--- src/rtl/prio_arbiter_8_if.sv ---
// rtl/prio_arbiter_8_if.sv - requester-bank / arbiter bundle for the 8-way arbiter
interface prio_arbiter_8_if;
    logic       mode;
    logic [7:0] req;
    logic [7:0] grant;
    logic [2:0] grant_id;
    logic       grant_valid;
    logic       timeout;

    // Requester side: drives requests and mode, observes the grant.
    modport master (
        output mode,
        output req,
        input  grant,
        input  grant_id,
        input  grant_valid,
        input  timeout
    );

    // Arbiter side.
    modport slave (
        input  mode,
        input  req,
        output grant,
        output grant_id,
        output grant_valid,
        output timeout
    );
endinterface

--- src/rtl/prio_arbiter_8.sv ---
// rtl/prio_arbiter_8.sv - 8-requester fixed/round-robin arbiter with hold timeout and turnaround
module prio_arbiter_8 #(
    parameter int unsigned MAX_HOLD = 16
) (
    input  logic             clk,
    input  logic             rst_n,
    prio_arbiter_8_if.slave  bus
);

    typedef enum logic [1:0] {
        S_IDLE  = 2'd0,
        S_GRANT = 2'd1,
        S_TURN  = 2'd2
    } state_t;

    // A zero MAX_HOLD means the owner may hold the resource indefinitely.
    localparam bit         TIMEOUT_EN = (MAX_HOLD != 0);
    localparam logic [7:0] HOLD_LAST  = 8'(MAX_HOLD - 1);

    state_t     state_q;
    logic [7:0] grant_q;
    logic [2:0] grant_id_q;
    logic       grant_valid_q;
    logic       timeout_q;
    logic [2:0] last_id_q;
    logic [7:0] mask_q;
    logic [7:0] hold_cnt_q;

    logic [7:0] elig;
    logic [2:0] win_id;
    logic       win_found;
    logic [2:0] rr_start;
    logic [2:0] rr_idx;

    // A requester just preempted by timeout sits out exactly one decision.
    assign elig = bus.req & ~mask_q;

    // Winner selection: highest index in fixed mode, descending search
    // starting just below the previous winner in round-robin mode.
    always_comb begin
        win_id    = 3'd0;
        win_found = 1'b0;
        rr_start  = last_id_q - 3'd1;
        rr_idx    = 3'd0;
        if (!bus.mode) begin
            for (int i = 0; i < 8; i++) begin
                if (elig[i]) begin
                    win_id = i[2:0];
                end
            end
        end else begin
            for (int k = 0; k < 8; k++) begin
                rr_idx = rr_start - k[2:0];
                if (!win_found && elig[rr_idx]) begin
                    win_id    = rr_idx;
                    win_found = 1'b1;
                end
            end
        end
    end

    // Arbitration FSM; all outputs are registered here.
    always_ff @(posedge clk) begin
        if (!rst_n) begin
            state_q       <= S_IDLE;
            grant_q       <= 8'd0;
            grant_id_q    <= 3'd0;
            grant_valid_q <= 1'b0;
            timeout_q     <= 1'b0;
            last_id_q     <= 3'd0;
            mask_q        <= 8'd0;
            hold_cnt_q    <= 8'd0;
        end else begin
            timeout_q <= 1'b0;
            case (state_q)
                S_IDLE: begin
                    if (elig != 8'd0) begin
                        grant_q       <= 8'd1 << win_id;
                        grant_id_q    <= win_id;
                        grant_valid_q <= 1'b1;
                        hold_cnt_q    <= 8'd0;
                        mask_q        <= 8'd0;
                        last_id_q     <= win_id;
                        state_q       <= S_GRANT;
                    end else if (bus.req != 8'd0) begin
                        // Only the masked requester is asking: let it back in.
                        mask_q <= 8'd0;
                    end
                end
                S_GRANT: begin
                    if (hold_cnt_q != 8'hFF) begin
                        hold_cnt_q <= hold_cnt_q + 8'd1;
                    end
                    if (!bus.req[grant_id_q]) begin
                        // Voluntary release wins over a coincident timeout.
                        grant_q       <= 8'd0;
                        grant_id_q    <= 3'd0;
                        grant_valid_q <= 1'b0;
                        state_q       <= S_TURN;
                    end else if (TIMEOUT_EN && (hold_cnt_q == HOLD_LAST)) begin
                        grant_q       <= 8'd0;
                        grant_id_q    <= 3'd0;
                        grant_valid_q <= 1'b0;
                        timeout_q     <= 1'b1;
                        mask_q        <= 8'd1 << grant_id_q;
                        state_q       <= S_TURN;
                    end
                end
                S_TURN: begin
                    state_q <= S_IDLE;
                end
                default: begin
                    state_q <= S_IDLE;
                end
            endcase
        end
    end

    assign bus.grant       = grant_q;
    assign bus.grant_id    = grant_id_q;
    assign bus.grant_valid = grant_valid_q;
    assign bus.timeout     = timeout_q;

endmodule
--- src/flat_wrapper.sv ---
// flat-port wrapper written by rule: the top's interface ports become plain ports
module prio_arbiter_8_flat 
#(
    parameter int unsigned MAX_HOLD = 16
)
  (clk, rst_n, bus_mode, bus_req, bus_grant, bus_grant_id, bus_grant_valid, bus_timeout);
  prio_arbiter_8_if bus_i ();
  input  logic clk;
  input  logic rst_n;
  input wire logic [$bits(bus_i.mode)-1:0] bus_mode;
  input wire logic [$bits(bus_i.req)-1:0] bus_req;
  output wire logic [$bits(bus_i.grant)-1:0] bus_grant;
  output wire logic [$bits(bus_i.grant_id)-1:0] bus_grant_id;
  output wire logic [$bits(bus_i.grant_valid)-1:0] bus_grant_valid;
  output wire logic [$bits(bus_i.timeout)-1:0] bus_timeout;
  assign bus_i.mode = bus_mode;
  assign bus_i.req = bus_req;
  assign bus_grant = bus_i.grant;
  assign bus_grant_id = bus_i.grant_id;
  assign bus_grant_valid = bus_i.grant_valid;
  assign bus_timeout = bus_i.timeout;
  prio_arbiter_8 #(.MAX_HOLD(MAX_HOLD)) u_core (.clk(clk), .rst_n(rst_n), .bus(bus_i));
endmodule
--- config.mk ---
export PLATFORM = sky130hd
export DESIGN_NAME = prio_arbiter_8_flat
export DESIGN_NICKNAME = d
export VERILOG_FILES = /design/src/rtl/prio_arbiter_8_if.sv /design/src/rtl/prio_arbiter_8.sv /design/src/flat_wrapper.sv
export SDC_FILE = /design/constraint.sdc
export NUM_CORES = 1
export LEC_CHECK = 0
export BUFFER_PORTS_ARGS = -buffer_cell sky130_fd_sc_hd__buf_2
export CAP_MARGIN = 20
export CORE_MARGIN = 3
export CORE_UTILIZATION = 40
export CTS_CLUSTER_DIAMETER = 80
export DETAILED_ROUTE_END_ITERATION = 8
export GPL_ROUTABILITY_DRIVEN = 0
export PLACE_DENSITY = 0.53
export SYNTH_ARGS = -nofsm -noshare
export SYNTH_HDL_FRONTEND = slang
export SYNTH_SLANG_ARGS = --single-unit
--- constraint.sdc ---
create_clock -name clk -period 7.9 [get_ports clk]
set_input_delay 1.185 -clock clk [delete_from_list [all_inputs] [get_ports clk]]
set_output_delay 1.185 -clock clk [all_outputs]
set_load 0.01 [all_outputs]
==> out/metrics.csv, run 1 <==
stage;metric;value;unit
run_status;status;completed;
yosys;synth_cells;303;
yosys;ys.flop_type;dfxtp_1;
floorplanning;start_util;0.4161;
pwr;total_power;1.125;mW
sta;period_minus_slack;4.252;ns
critical_path;critPathArrivalTime;4.40;ns
sta;clock_skew;0.004317;ns
placed_design;hpwl;5.388;mm
yosys;ys_top_cells_by_area;dfxtp_1 26%, mux4_2 7.6%, mux2i_1 5.3%;
critical_path;startpoint_type;flip-flop;
yosys;yosysMostFrequentCell;dfxtp_1;
critical_path;required;8.05;ns
detailed_routing;detail_route.first_pass.iterations;4;
sta;finalSetupTns;0;ns
detailed_routing;vias_per_cell;6.000;
yosys;synth_top_area_frac;0.2561;
floorplanning;rows;29;
critical_path;crit_family;compound AO/OA/AOI/OAI gates;
clocking;ctsRootBufferMaster;clkbuf_8;
yosys;ys_async_sr_fraction;0;
layout;ff_latch_area;680.7;sq um
detailed_routing;drcViolationCount;0;
floorplanning;core_area;0.006386;sq mm
layout;drive_above_1_share;0.2043;
floorplanning;pin_count;24;
detailed_routing;wirelength;7.035;mm
floorplanning;dieHeight;87.51;um
critical_path;worstPathMaxFanout;21;
global_routing;grt_pass1_vias;2240;
global_routing;overflow;0;
detailed_routing;wl_per_cell;17.59;um
yosys;syn_area;0.002658;sq mm
detailed_routing;drt_iter0_drc;155;
layout;fin_cells;400;
critical_path;crit_chain;inv_6, ha_1, inv_2, mux4_2, and2_1, a2bb2o_4, o41ai_2, a221oi_2, a211oi_2, o21ai_0;
layout;n_antenna_cell;0;
yosys;ys_seq_area_frac;0.2561;
detailed_routing;drtAntennaViolNets;0;
yosys;yosys-top-cells-count;34 x dfxtp_1, 33 x nand2_1, 33 x nor2_1, 14 x mux2i_1, 14 x nand2b_1;
critical_path;rrSetupSlack;3.65;ns
critical_path;cp_slowest_stage_delay;0.82;ns
hold_path;worstHoldPathType;flip-flop to flip-flop;
sta;post-route-period-util;0.5382;
clocking;htreeDepth;2;
clocking;postCtsSetupRepairBufs;0;
clocking;clock_latency;0.28;ns
clocking;clk_pin_slew;0.07;ns
yosys;syn_nets;317;
pwr;max-vdd-ir-drop;0.2099;mV
run;max-cap-violations;0;
layout;multiInputGateArea;0.001859;sq mm
clocking;cts_sinks;34;
sta;slew_headroom;0.3356;
critical_path;slowest_stage;dfxtp_1;
floorplanning;dieWidth;87.51;um
clocking;cts_made_buffers;5;
critical_path;critPathBufInv;2;
yosys;ys_ff_latch;34;
global_routing;grt_antenna_before_repair;0;
sta;setup_viol;0;
layout;fillers;636;
pwr;power.leakage;1.142;nW
layout;synthToLayoutAreaGrowth;8.286;%
clocking;cts_hold_buf;0;
floorplanning;die-area;0.007658;sq mm
clocking;clockBufferDepth;2;
yosys;synth_edf_count;0;
global_routing;grt_max_degree;22;
sta;maxSlewViolCount;0;
clocking;cts_resized;0;
layout;fin_nets;336;
sta;tightest_slew;0.9966;ns
yosys;yosys.area.top_type;dfxtp_1;
placed_design;io_buffers;23;
sta;grt_setup_unrepaired;no;
critical_path;endpoint_kind;flip-flop;
critical_path;crit_type;flip-flop to flip-flop;
clocking;cts_tree;yes;
yosys;synth_warnings;0;
yosys;ys_types;67;
sta;clock.fmax;235.2;MHz
global_routing;grt_pass1_wl;11.75;mm
detailed_routing;vias;2400;
global_routing;track_usage;0.1961;
sta;hold_viol;0;
yosys;syn_avg_cell_area;8.771;sq um
placed_design;post-place-cells;392;
pwr;p_per_area;390.9;mW/mm^2
==> sequential cells by signal (all words and copies together) (netlist names) <==
name and cells:
u_core.bus.timeout 1, u_core.bus.grant_id 3, u_core.bus.grant_valid 1, u_core.last_id_q 3
u_core.mask_q 8, u_core.state_q 2, u_core.hold_cnt_q 8, u_core.bus.grant 8
==> layout by cell type, fill, tap and decap left out, types with 7 or more instances in the layout <==
cell,instances
dfxtp_1,34
nand2_1,33
nor2_1,33
buf_2,23
nand2b_1,14
mux2i_1,14
a21oi_1,12
nand3_1,11
o31ai_1,11
mux4_2,9
nor4_1,8
o21ai_0,8
and2_1,7
==> worst paths after layout <==
| kind | start | endpoint | cells past startpoint |
|---|---|---|---|
| worst min register to register | u_core.bus.grant[0] | u_core.bus.grant[0] | 2 |
| worst max-delay path | u_core.last_id_q[0] | u_core.bus.grant_id[1] | 10 |
| worst min-delay path | u_core.bus.grant[0] | u_core.bus.grant[0] | 2 |
| worst max register to register | u_core.last_id_q[0] | u_core.bus.grant_id[1] | 10 |
==> stage by stage <==
stage / utilization / hold slack [ns] / setup WS [ns] / instance area [sq um]
after floorplan: - / 0.4443 / 4.546 / 2658
after global placement: 0.4363 / 0.4361 / 3.766 / 2786
after detailed placement: 0.4363 / 0.4414 / 3.703 / 2786
after CTS: 0.4506 / 0.4584 / 3.704 / 2878
after global routing: 0.4506 / 0.4897 / 3.285 / 2878
final: 0.4506 / 0.4484 / 3.648 / 2878
==> report_power, final <==
part | internal (mW) | switching (mW) | leakage, nW
Clock | 0.0703 | 0.0636 | 0.0482
Sequential | 0.198 | 0.0467 | 0.277
Combinational | 0.309 | 0.437 | 0.816
==> final cells by class <==
type	instances	area share
multi-input cells	250	0.6461
clock buffers	7	0.03000
well taps	77	0.03348
inverters	8	0.01217
repair buffers	23	0.04000
clock inverters	1	0.001739
flip-flops and latches	34	0.2365
==> kinds of logic (layout without fill, tap and decap cells) <==
group | Yosys count | after routing | share of synthesized area
AND/OR/NAND/NOR | 138 | 138 | 0.2740
AO/OA/AOI/OAI | 71 | 71 | 0.2072
flip-flops | 34 | 34 | 0.2561
multiplexers | 28 | 28 | 0.1587
buffers and inverters | 19 | 39 | 0.04425
XOR/XNOR | 10 | 10 | 0.04567
adder cells (fa/ha/maj) | 3 | 3 | 0.01413
==> worst register-to-register path, cell delays in order (launching register included) <==
cell and delay (ns):
dfxtp_1 0.82, inv_6 0.12, ha_1 0.80, inv_2 0.27
mux4_2 0.43, and2_1 0.30, a2bb2o_4 0.28, o41ai_2 0.34
a221oi_2 0.08, a211oi_2 0.52, o21ai_0 0.15
==> layer usage <==
metal	up-vias	track usage	share of wire
li1	1172	-	-
met4	0	0.05021	0.011
met1	1149	0.2957	0.49
met3	9	0.02838	0.048
met5	-	0	0
met2	70	0.2918	0.45
Note: power is estimated with default switching activity, not from simulation.
==> run 2, diff against run 1 <==
--- a/config.mk
+++ b/config.mk
@@ -5,6 +5,7 @@
 export SDC_FILE = /design/constraint.sdc
 export NUM_CORES = 1
 export LEC_CHECK = 0
+export ABC_AREA = 1
 export BUFFER_PORTS_ARGS = -buffer_cell sky130_fd_sc_hd__buf_2
 export CAP_MARGIN = 20
 export CORE_MARGIN = 3
@@ -12,7 +13,7 @@
 export CTS_CLUSTER_DIAMETER = 80
 export DETAILED_ROUTE_END_ITERATION = 8
 export GPL_ROUTABILITY_DRIVEN = 0
-export PLACE_DENSITY = 0.53
+export PLACE_DENSITY = 0.56
 export SYNTH_ARGS = -nofsm -noshare
 export SYNTH_HDL_FRONTEND = slang
 export SYNTH_SLANG_ARGS = --single-unit
==> constraint.sdc (replaced) <==
create_clock -name clk -period 3.6 [get_ports clk]
set_input_delay 0.54 -clock clk [delete_from_list [all_inputs] [get_ports clk]]
set_output_delay 0.54 -clock clk [all_outputs]
set_load 0.01 [all_outputs]
==> run 2 against run 1 <==
Synthesized cell count rose by 35%; synthesized area down 3.3%; final area shrank 2.0%; sequential power rose by 120%; clock power increased by 120%; count of clock-buffer cells in the layout did not move; critical path type unchanged; final cell count rose by 27%; wire length shrank 6.0%; largest power group unchanged.
==> out/metrics.csv, run 2 <==
stage;metric;value;unit;change
clocking;cts_hold_buf;0;;unchanged
detailed_routing;drt_iter0_drc;114;;-26%
critical_path;endpoint_kind;flip-flop;;
yosys;yosysMostFrequentCell;nand2_1;;
sta;post-route-period-util;0.8261;;+0.2879
layout;multiInputGateArea;0.001640;sq mm;-12%
clocking;clockBufferDepth;2;;unchanged
floorplanning;start_util;0.4240;;+0.007886
sta;tightest_slew;0.5124;ns;-0.4842 ns
yosys;ys_async_sr_fraction;0;;unchanged
floorplanning;dieWidth;86.16;um;-1.5%
detailed_routing;wl_per_cell;13.05;um;-26%
detailed_routing;drtAntennaViolNets;0;;unchanged
run;max-cap-violations;0;;unchanged
yosys;yosys-top-cells-count;110 x nand2_1, 49 x nand3_1, 45 x nor2_1, 44 x inv_1, 34 x dfxtp_1;;
layout;ff_latch_area;680.7;sq um;unchanged
critical_path;critPathBufInv;3;;+1
sta;hold_viol;0;;unchanged
yosys;synth_cells;408;;+35%
yosys;syn_avg_cell_area;6.299;sq um;-28%
global_routing;overflow;0;;unchanged
yosys;synth_compound_area_frac;0.1251;;-0.08203
critical_path;crit_type;flip-flop to flip-flop;;
clocking;clk_pin_slew;0.07;ns;about the same
layout;fillers;658;;+3.5%
yosys;ys.flop_type;dfxtp_1;;
critical_path;critPathArrivalTime;3.14;ns;-1.26 ns
clocking;postCtsSetupRepairBufs;0;;unchanged
floorplanning;die-area;0.007423;sq mm;-3.1%
yosys;synth_mux_area_frac;0;;-0.1587
sta;finalSetupTns;0;ns;unchanged
detailed_routing;detail_route.first_pass.iterations;4;;unchanged
yosys;syn_area;0.002570;sq mm;-3.3%
sta;setup_viol;0;;unchanged
detailed_routing;vias;2593;;+8.0%
placed_design;hpwl;5.331;mm;-1.1%
yosys;synthAdderAreaFrac;0.01461;;+0.0004814
yosys;syn_nets;422;;+33%
global_routing;grt_pass1_vias;2468;;+10%
global_routing;grt_pass1_wl;11.64;mm;-0.94%
yosys;synth-simple-area-share;0.4951;;+0.2211
clocking;cts_resized;0;;unchanged
sta;clock_skew;0.007769;ns;+0.003452 ns
placed_design;io_buffers;23;;unchanged
yosys;ys_ff_latch;34;;unchanged
sta;clock.fmax;336.3;MHz;+43%
detailed_routing;vias_per_cell;5.114;;-15%
yosys;yosys.area.top_type;dfxtp_1;;
global_routing;grt_antenna_before_repair;0;;unchanged
layout;n_antenna_cell;0;;unchanged
critical_path;crit_chain;inv_2, ha_1, inv_2, nand2_1, nand2_2, nand3_1, nand2_1, nand2_1, nand2_1, inv_2, nor2_8, nand4_1, nor2_1, nor2_1, o21ai_2, nand2_1, nand2_1, nor2_1, nor2_1, nor2_1;;
sta;grt_setup_unrepaired;no;;
layout;synthToLayoutAreaGrowth;9.786;%;
yosys;synth_top_area_frac;0.2648;;+0.008729
critical_path;cp_common_cell;nand2_1;;
clocking;ctsRootBufferMaster;clkbuf_8;;
layout;fin_cells;507;;+27%
floorplanning;pin_count;24;;unchanged
yosys;synth_xor_xnor_area_share;0.003408;;-0.04226
sta;maxSlewViolCount;0;;unchanged
placed_design;post-place-cells;499;;+27%
clocking;cts_sinks;34;;unchanged
yosys;ys_types;32;;-52%
yosys;synth_edf_count;0;;unchanged
sta;worst_hold_slack;0.4626;ns;+0.01422 ns
global_routing;grt_max_degree;29;;+32%
floorplanning;dieHeight;86.16;um;-1.5%
layout;final_common_cell;nand2_1;;
layout;fin_nets;445;;+32%
critical_path;cp_slowest_stage_delay;0.42;ns;-0.40 ns
floorplanning;core_area;0.006061;sq mm;-5.1%
critical_path;crit_family;simple AND/OR/NAND/NOR gates;;
critical_path;worstPathMaxFanout;12;;-43%
detailed_routing;wirelength;6.614;mm;-6.0%
critical_path;required;3.76;ns;-4.29 ns
clocking;cts_made_buffers;5;;unchanged
floorplanning;rows;28;;-3.4%
layout;drive_above_1_share;0.1829;;-0.02146
hold_path;worstHoldPathType;flip-flop to flip-flop;;
layout;layout_common_cells;110 x nand2_1, 49 x nand3_1, 45 x nor2_1, 44 x inv_1, 34 x dfxtp_1;;
sta;period_minus_slack;2.974;ns;-1.278 ns
yosys;ys_seq_area_frac;0.2648;;+0.008729
pwr;p_per_area;994.5;mW/mm^2;+150%
yosys;ys_top_cells_by_area;dfxtp_1 26%, nand2_1 16%, nand3_1 9.5%;;
detailed_routing;drcViolationCount;0;;unchanged
critical_path;startpoint_type;flip-flop;;
pwr;power.leakage;1.307;nW;+14%
yosys;synth_warnings;0;;unchanged
clocking;htreeDepth;2;;unchanged
clocking;clock_latency;0.29;ns;about the same
clocking;cts_tree;yes;;
global_routing;track_usage;0.1929;;-0.003163
run_status;status;completed;;
yosys;synth_top_family_by_area;simple AND/OR/NAND/NOR gates;;
sta;slew_headroom;0.6496;;+0.3140
critical_path;slowest_stage;ha_1;;
pwr;max-vdd-ir-drop;0.6947;mV;+230%
## run 2: changes by cell type in the layout (fill, tap and decap cells not counted), sizes merged, moves of 11 or more
| cell | delta |
|---|---|
| nor2 | +18 |
| mux2i | -16 |
| a21oi | +14 |
| nand3 | +53 |
| o31ai | -11 |
| nand2 | +94 |
| nand2b | -14 |
| inv | +41 |
## run 2: kinds of logic (layout without fill, tap and decap cells)
| family | Yosys count | in the layout |
|---|---|---|
| AOI/OAI and AO/OA | 53 | 53 |
| buffers and inverters | 58 | 82 |
| xor gates and xnor gates | 1 | 1 |
| adders and majority gates | 3 | 3 |
| DFF | 34 | 34 |
| and+or+nand+nor | 259 | 259 |
## run 2: cell type report
cell class / instances / area share
clock buffers: 7 / 0.03060
repair buffers: 24 / 0.04346
clock inverters: 1 / 0.001774
inverters: 50 / 0.06829
multi-input cells: 316 / 0.5814
flip-flops and latches: 34 / 0.2412
well taps: 75 / 0.03326
## run 2: metrics by stage
stage          total power, mW  cell area [sq um]  setup WS, ns  utilization
4_1_cts                  2.810               2821        0.6251       0.4655
6_report                 2.806               2821        0.6262       0.4655
3_5_place_dp             2.504               2730        0.6423       0.4505
3_3_place_gp             2.517               2730        0.7018       0.4505
5_1_grt                  3.121               2821        0.3360       0.4655
2_1_floorplan            2.106               2570         1.047            -
## run 2: worst paths after layout
path | cells past startpoint | endpoint | slack [ns] | start
setup / recovery | 20 | u_core.bus.grant[7] | 0.63 | u_core.last_id_q[0]
hold / removal | 2 | u_core.bus.grant_valid | 0.46 | u_core.bus.grant_valid
setup reg to reg | 20 | u_core.bus.grant[7] | 0.63 | u_core.last_id_q[0]
hold reg to reg | 2 | u_core.bus.grant_valid | 0.46 | u_core.bus.grant_valid
## run 2: worst register-to-register path: stages (launching register included)
cell and delay (ns):
dfxtp_1 0.32, inv_2 0.23, ha_1 0.42, inv_2 0.25
nand2_1 0.10, nand2_2 0.15, nand3_1 0.10, nand2_1 0.09
nand2_1 0.05, nand2_1 0.09, inv_2 0.08, nor2_8 0.16
nand4_1 0.12, nor2_1 0.13, nor2_1 0.06, o21ai_2 0.09
nand2_1 0.07, nand2_1 0.14, nor2_1 0.08, nor2_1 0.09
nor2_1 0.04
## run 2: per-layer routing
| metal | vias up | global-route usage | part of all wire |
|---|---|---|---|
| met5 | - | 0 | 0 |
| met1 | 1158 | 0.2622 | 0.51 |
| met3 | 9 | 0.04131 | 0.040 |
| li1 | 1390 | - | - |
| met2 | 36 | 0.3069 | 0.43 |
| met4 | 0 | 0.05324 | 0.013 |
## run 2: where the power goes
part / total, mW / internal (mW) / leakage, nW / switching (mW)
clock network: 0.293 / 0.154 / 0.0482 / 0.138
registers: 0.546 / 0.477 / 0.278 / 0.0687
logic: 1.97 / 0.591 / 0.981 / 1.38
